File: config.mk
export PLATFORM = sky130hd
export DESIGN_NAME = irq_ctrl
export DESIGN_NICKNAME = d
export VERILOG_FILES = /design/src/rtl/irq_ctrl.sv
export SDC_FILE = /design/constraint.sdc
export NUM_CORES = 1
export LEC_CHECK = 0
export CAP_MARGIN = 20
export CORE_MARGIN = 4
export CORE_UTILIZATION = 23
export CTS_CLUSTER_DIAMETER = 200
export DETAILED_ROUTE_END_ITERATION = 8
export GPL_TIMING_DRIVEN = 0
export MAX_ROUTING_LAYER = met4
export PLACE_DENSITY = 0.82
export SYNTH_ARGS = -nofsm -noshare
export SYNTH_HDL_FRONTEND = slang
export SYNTH_SLANG_ARGS = --single-unit
File: constraint.sdc
create_clock -name clk -period 1.4 [get_ports clk]
set_input_delay 0.28 -clock clk [delete_from_list [all_inputs] [get_ports clk]]
set_output_delay 0.28 -clock clk [all_outputs]
set_load 0.03 [all_outputs]
File: src/rtl/irq_ctrl.sv
// -----------------------------------------------------------------------------
// irq_ctrl: interrupt and exception sequencer for the single-cycle MIPS CPU.
//
// Purpose
//   Latches peripheral interrupt requests on rising edges, masks them, and
//   picks the lowest-index eligible source. Optionally detects undefined
//   instructions. On the retiring instruction it raises `trap`. The CPU then
//   squashes the instruction's writes, stores `epc` in $26, and jumps to
//   `vector`. The block also tracks user/kernel mode and leaves kernel mode
//   when `jr $26` retires.
//
// Build option
//   IRQ_CTRL_ILLOP_EN : when defined, undefined opcode/funct encodings trap to
//                       ILLOP_ADDR. When undefined, no instruction is illegal
//                       and only interrupts can trap. The ports are the same
//                       in both builds.
//
// Ports
//   clk         in   single clock
//   reset       in   synchronous, active-low
//   step        in   an instruction retires this cycle
//   PC          in   address of the retiring instruction
//   OpCode      in   instruction [31:26]
//   Funct       in   instruction [5:0]
//   Rs          in   instruction [25:21]
//   irq_src     in   level interrupt requests from peripherals
//   mask_we     in   load the mask register with mask_wdata
//   mask_wdata  in   new mask (1 = source enabled)
//   trap        out  override control this cycle
//   vector      out  trap target (0 when no trap)
//   epc         out  return address to write into $26
//   irq_ack     out  one-hot acknowledge pulse to the serviced source
//   irq_id      out  index of the serviced source
//   kernel      out  CPU is in kernel mode (FSM state or kernel-space PC)
//   mask        out  current mask register
// -----------------------------------------------------------------------------
module irq_ctrl #(
    parameter int          NUM_SRC    = 4,
    parameter logic [31:0] ILLOP_ADDR = 32'h8000_0004,
    parameter logic [31:0] XADR_ADDR  = 32'h8000_0008
) (
    input  logic               clk,
    input  logic               reset,
    input  logic               step,
    input  logic [31:0]        PC,
    input  logic [5:0]         OpCode,
    input  logic [5:0]         Funct,
    input  logic [4:0]         Rs,
    input  logic [NUM_SRC-1:0] irq_src,
    input  logic               mask_we,
    input  logic [NUM_SRC-1:0] mask_wdata,
    output logic               trap,
    output logic [31:0]        vector,
    output logic [31:0]        epc,
    output logic [NUM_SRC-1:0] irq_ack,
    output logic [2:0]         irq_id,
    output logic               kernel,
    output logic [NUM_SRC-1:0] mask
);

    typedef enum logic {
        ST_USER   = 1'b0,
        ST_KERNEL = 1'b1
    } state_t;

    state_t             state_q, state_d;
    logic [NUM_SRC-1:0] pend_q, pend_d;
    logic [NUM_SRC-1:0] prev_q, prev_d;
    logic [NUM_SRC-1:0] mask_q, mask_d;

    logic               illop;
    logic [NUM_SRC-1:0] eligible;
    logic [NUM_SRC-1:0] win_onehot;
    logic [2:0]         win_idx;
    logic               win_found;
    logic               user_slot;
    logic               is_jr26;

    // ------------------------------------------------------------------
    // Instruction decode
    // ------------------------------------------------------------------
`ifdef IRQ_CTRL_ILLOP_EN
    always_comb begin
        illop = 1'b1;
        if (OpCode == 6'h00) begin
            case (Funct)
                6'h00, 6'h02, 6'h03, 6'h08, 6'h09,
                6'h20, 6'h21, 6'h22, 6'h23, 6'h24, 6'h25, 6'h26, 6'h27,
                6'h2A, 6'h2B: illop = 1'b0;
                default:      illop = 1'b1;
            endcase
        end else if ((OpCode <= 6'h0C) || (OpCode == 6'h0F) ||
                     (OpCode == 6'h23) || (OpCode == 6'h2B)) begin
            illop = 1'b0;
        end
    end
`else
    assign illop = 1'b0;
`endif

    assign is_jr26 = (OpCode == 6'h00) && (Funct == 6'h08) && (Rs == 5'd26);

    // ------------------------------------------------------------------
    // Arbitration: the lowest-index source of pend & mask wins.
    // The loop walks downward, so the last hit it keeps is the lowest index.
    // ------------------------------------------------------------------
    assign eligible  = pend_q & mask_q;
    assign win_found = |eligible;

    always_comb begin
        win_idx = 3'd0;
        for (int i = NUM_SRC - 1; i >= 0; i--) begin
            if (eligible[i]) begin
                win_idx = 3'(i);
            end
        end
    end

    generate
        for (genvar gi = 0; gi < NUM_SRC; gi++) begin : g_win
            assign win_onehot[gi] = eligible[gi] && (win_idx == 3'(gi));
        end
    endgenerate

    // A trap can only be taken on a retiring user-mode instruction at a
    // user address. Holding reset suppresses every trap, so reset never acks.
    assign user_slot = reset && step && (state_q == ST_USER) && !PC[31];

    // ------------------------------------------------------------------
    // FSM: state register / next-state logic / output logic
    // ------------------------------------------------------------------
    always_ff @(posedge clk) begin
        if (!reset) begin
            state_q <= ST_USER;
            pend_q  <= '0;
            prev_q  <= '0;
            mask_q  <= '0;
        end else begin
            state_q <= state_d;
            pend_q  <= pend_d;
            prev_q  <= prev_d;
            mask_q  <= mask_d;
        end
    end

    always_comb begin
        state_d = state_q;
        case (state_q)
            ST_USER:   if (trap)            state_d = ST_KERNEL;
            ST_KERNEL: if (step && is_jr26) state_d = ST_USER;
            default:                        state_d = ST_USER;
        endcase
    end

    always_comb begin
        trap    = 1'b0;
        vector  = 32'h0;
        epc     = 32'h0;
        irq_ack = '0;
        irq_id  = 3'd0;
        if (user_slot) begin
            if (illop) begin
                // The undefined instruction is skipped on return.
                trap   = 1'b1;
                vector = ILLOP_ADDR;
                epc    = PC + 32'd4;
            end else if (win_found) begin
                // The instruction is squashed and re-executed on return.
                trap    = 1'b1;
                vector  = XADR_ADDR;
                epc     = PC;
                irq_ack = win_onehot;
                irq_id  = win_idx;
            end
        end
    end

    assign kernel = (state_q == ST_KERNEL) || PC[31];
    assign mask   = mask_q;

    // ------------------------------------------------------------------
    // Pending, edge-sample and mask updates.
    // A new edge in the ack cycle overrides the clear, so it is not lost.
    // ------------------------------------------------------------------
    always_comb begin
        pend_d = (pend_q & ~irq_ack) | (irq_src & ~prev_q);
        prev_d = irq_src;
        mask_d = mask_we ? mask_wdata : mask_q;
    end

endmodule

Word-level counts from Yosys, hierarchy flattened
Cells that the tools add are included.

storage, ports and cells
  register bits after elaboration = 13

cells by class
  bitwise gates (word level) = 7
  multiplexer cells = 17
  equal/unequal tests = 5
  reductions and logical operators = 15

operators by type and width
  cell                                            number
  two-way mux 32 bit                              4
  bitwise AND 4 bit                               3
  logical AND 1 bit                               10
  two-way mux 3 bit                               3
  two-way mux 4 bit                               2
  NOT 4 bit                                       2
  == test 3 x 2 -> 1 bit (second input constant)  2
  == test 6 x 4 -> 1 bit (second input constant)  1
  zero test 6 bit                                 1
  two-way mux 2 bit                               3
  == test 5 bit (second input constant)           1
  two-way mux 1 bit                               4
  bitwise OR 4 bit                                1
  OR reduction 4 bit                              1
  == test 3 x 1 -> 1 bit (second input constant)  1
  zero test 3 bit                                 1
  one-hot mux 1 bit (2 select lines)              1
  zero test 1 bit                                 1
  logical OR 1 bit                                1
  NOT 1 bit                                       1

Longest topological paths before layout
  word-level depth = 12
  gate-level depth with buffers = 4

Worst setup path after synthesis
Ideal clock, no wire load.

  path kind = register to output
  start point = register mask_q[0], in the netlist mask[0]
  end point = output epc[11]
  data arrival time = 1573 ps
  path slack = -453 ps
  cell stages (with the launch flop) = 5
  cells stage by stage = dfxtp_1 -> nand2_1 -> a41oi_2 -> buf_4 -> and2_1

on the way
  cells in the longest elaborated chain, start to end = 4

ends and longest elaborated chain
  element                   RTL line  text
  start: declaration        69        logic [NUM_SRC-1:0] mask_q, mask_d;
  start signal: assignment  142       mask_q <= mask_d;
  bitwise AND 4 bit         107       assign eligible = pend_q & mask_q;
  OR reduction 4 bit        108       assign win_found = |eligible;
  two-way mux 32 bit        167       end else if (win_found) begin
  two-way mux 32 bit        161       if (user_slot) begin
  end: declaration          54        output logic [31:0] epc,

Every way passes these cells.

Final worst setup path
  start point = register state_q
  end point = output epc[8]

on the way
  cells in the longest elaborated chain, start to end = 4

ends and longest elaborated chain
  element                         RTL line  text
  start: declaration              66        state_t state_q, state_d;
  start signal: assignment        139       state_q <= state_d;
  NOT 1 bit                       127       assign user_slot = reset && step && (state_q == ST_USER) && !PC[31];
  logical AND 1 bit (2 in a row)  127
  two-way mux 32 bit              161

Every way passes these cells.

==> results.cfg <==
[timing]
finalMaxSlewViolations = 0
fin_ws_ns = -0.476
final.min_clock_period_ns = 1.88
hold_viol_final = 0
fmax_mhz = 533
setup_violations = 43
setup-tns-final_ns = -17.28
rsz0062_at_grt = true
skew_ns = 0.00311
final_min_period_over_clock_period_pct = 134

[placed_design]
portBuffers = 104
gp_congestion = 0.740
pre_cts_ws_ns = -1.35
post-dp-hpwl_mm = 3.44
dp.cells = 322

[power]
clkPwrFrac_pct = 23.8
power_density_mw_per_mm2 = 508
p_switching_mw = 0.481
p_leak_nw = 1.41
seqPwrFrac_pct = 29.9
peakVddDrop_v = 0.000446
power_frac_comb_pct = 46.3
power.internal_mw = 0.980
sw_frac_of_total_pct = 32.9

[global_route]
gr-max-usage-layer = met2
grt_util_met3_pct = 2.93
antenna_found_initial = 0
grt_pass1_vias = 1418
grt-ovfl-total = 0
grtUsageMet1_pct = 14.1
grt_util_met2_pct = 27.4
track_usage_pct = 13.9
grt_max_degree = 11
grt_pass1_wl_mm = 6.51

[layout]
multi_input_area_um2 = 833
fin_cells = 354
fillCellCount = 389
layout.nets = 364
drive_above_1_share_pct = 55.0
num_antenna_cells = 0
seqCellArea_um2 = 278
layout_common_cells = buf_6, clkdlybuf4s50_1, buf_4
area_growth_syn_to_layout_pct = 162

[drt]
vias = 1419
wl_per_cell_um = 12.8
postRouteAntennaNets = 0
drtIter0Drc = 20
wirelength_mm = 4.54
dr.pass1.iters = 4
via_per_inst = 4.01
post-route-drc-count = 0

[setup_path]
cp.required_ns = 1.12
critPathSlowestCell = dfxtp_2
worstSetupPathType = flip-flop to output port
crit_fanout = 5
cp_data_arrival_time_ns = 1.60
critPathTopFamily = buffers and inverters
crit_path_frequent_cell = buf_6
cp-start-kind = flip-flop
critical_path_buf_inv_count = 3
cp_slowest_stage_delay_ns = 0.32
crit_path_end_kind = output port
crit_chain = nand4bb_4, a41oi_4, buf_6, buf_6, and2_4, buf_6

[clocking]
cts_buffers = 3
clkTransAtPathRegs_ns = 0.06
clkLatencyLatePin_ns = 0.25
cts_max_path_buffers = 2
htreeDepth = 1
cts_tree = yes
cts_root_buf = clkbuf_8
cts_sinks = 13

[synth]
yosysWarnings = 0
synthXorXnorAreaFrac_pct = 0
synthAdderAreaFrac_pct = 0
syn_avg_cell_area_um2 = 8.13
netlist_instances = 135
synth_top_family_by_area = simple AND/OR/NAND/NOR gates
netlist_area_mm2 = 0.00110
synthSimpleGateAreaFrac_pct = 37.2
async_reset_ff_share_pct = 0
synth_ff_type = dfxtp_1
ys_seq_area_share_pct = 23.7
synth_mux_area_share_pct = 3.65
synth_edf_count = 0
ys_seq_elements = 13
synth_compound_area_share_pct = 7.75
yosysUniqueCellTypes = 29

[run_status]
status = finished, violations left
violations = setup timing

[floorplanning]
dieArea_mm2 = 0.00594
die_y_um = 77.1
rows = 24
start_util_pct = 24.5
ios = 138
core_area_mm2 = 0.00447
die_w_um = 77.1

[run]
drv_cap = 0

[worst_hold_path]
hold_class = flip-flop to flip-flop
cell families (layout without fill, tap and decap cells):
logic type      Yosys count  after routing
other cells               1             32
simple gates             63             63
compound gates           11             11
flops                    13             13
mux                       4              4
buf+inv                  43            179
metrics by stage:
step | power [mW] | util [%] | hold slack [ns] | instance area, µm²
floorplan | 0.771 | - | 0.396 | 1320
global placement | 1.00 | 54.2 | 0.412 | 2430
detailed placement | 1.01 | 54.2 | 0.420 | 2430
CTS | 1.41 | 61.4 | 0.427 | 2750
global route | 1.53 | 64.3 | 0.433 | 2880
finish | 1.46 | 64.3 | 0.423 | 2880
registers in the layout (all words and copies together) (netlist names):
name / flops
mask: 4
pend_q: 4
prev_q: 4
state_q: 1
layout make-up:
type	count	area share (%)
flip-flops and latches	13	9.66
clock inverters	1	0.174
plain buffers	36	9.40
multi-input cells	110	29.0
clock buffers	3	1.44
inverters	4	0.522
repair buffers	135	47.6
well taps	52	2.26
what timing repair did:
| action | 4_1_cts | 5_1_grt |
|---|---|---|
| endpoints found under the setup margin | 47 | 43 |
| hold buffers | 0 | 0 |
| hold endpoints to repair | 0 | 0 |
| cloned | 3 | 0 |
| pin swaps | 17 | 18 |
| buffers inserted | 15 | 14 |
| gates resized for setup | 329 | 23 |
power by group through the flow:
stage,clock (mW),combinational [mW],sequential (mW)
final,0.347,0.677,0.437
after global routing,0.369,0.717,0.441
after CTS,0.350,0.628,0.432
after detailed placement,0,0.573,0.434
after global placement,0,0.566,0.435
after floorplan,0,0.328,0.443
synthesized netlist by cell type (2+ instances only):
library cell,instances,area [µm²]
nand2_1,10,37.5
mux2i_1,4,40.0
nor2b_1,5,31.3
dfxtp_1,13,260
and2_1,33,206
inv_1,4,15.0
buf_4,37,278
nor2_1,2,7.51
a21oi_1,2,10.0
a31oi_1,2,12.5
nor4b_1,2,17.5
clkbuf_1,2,7.51
nand3_1,2,10.0
o22ai_1,2,12.5
routing by layer:
layer / part of all wire (%) / wire, µm
met5: 0 / 0
met1: 35 / 1610
met3: 8.4 / 383
met4: 0.18 / 8
met2: 56 / 2540
worst paths after layout:
kind	from	end	slack, ns	cells past startpoint
max	state_q	epc[8]	-0.48	6
min	prev_q[1]	pend_q[1]	0.42	1
max reg2reg	state_q	pend_q[3]	-0.04	7
min reg2reg	prev_q[1]	pend_q[1]	0.42	1
Power figures use the tool's default switching activity.
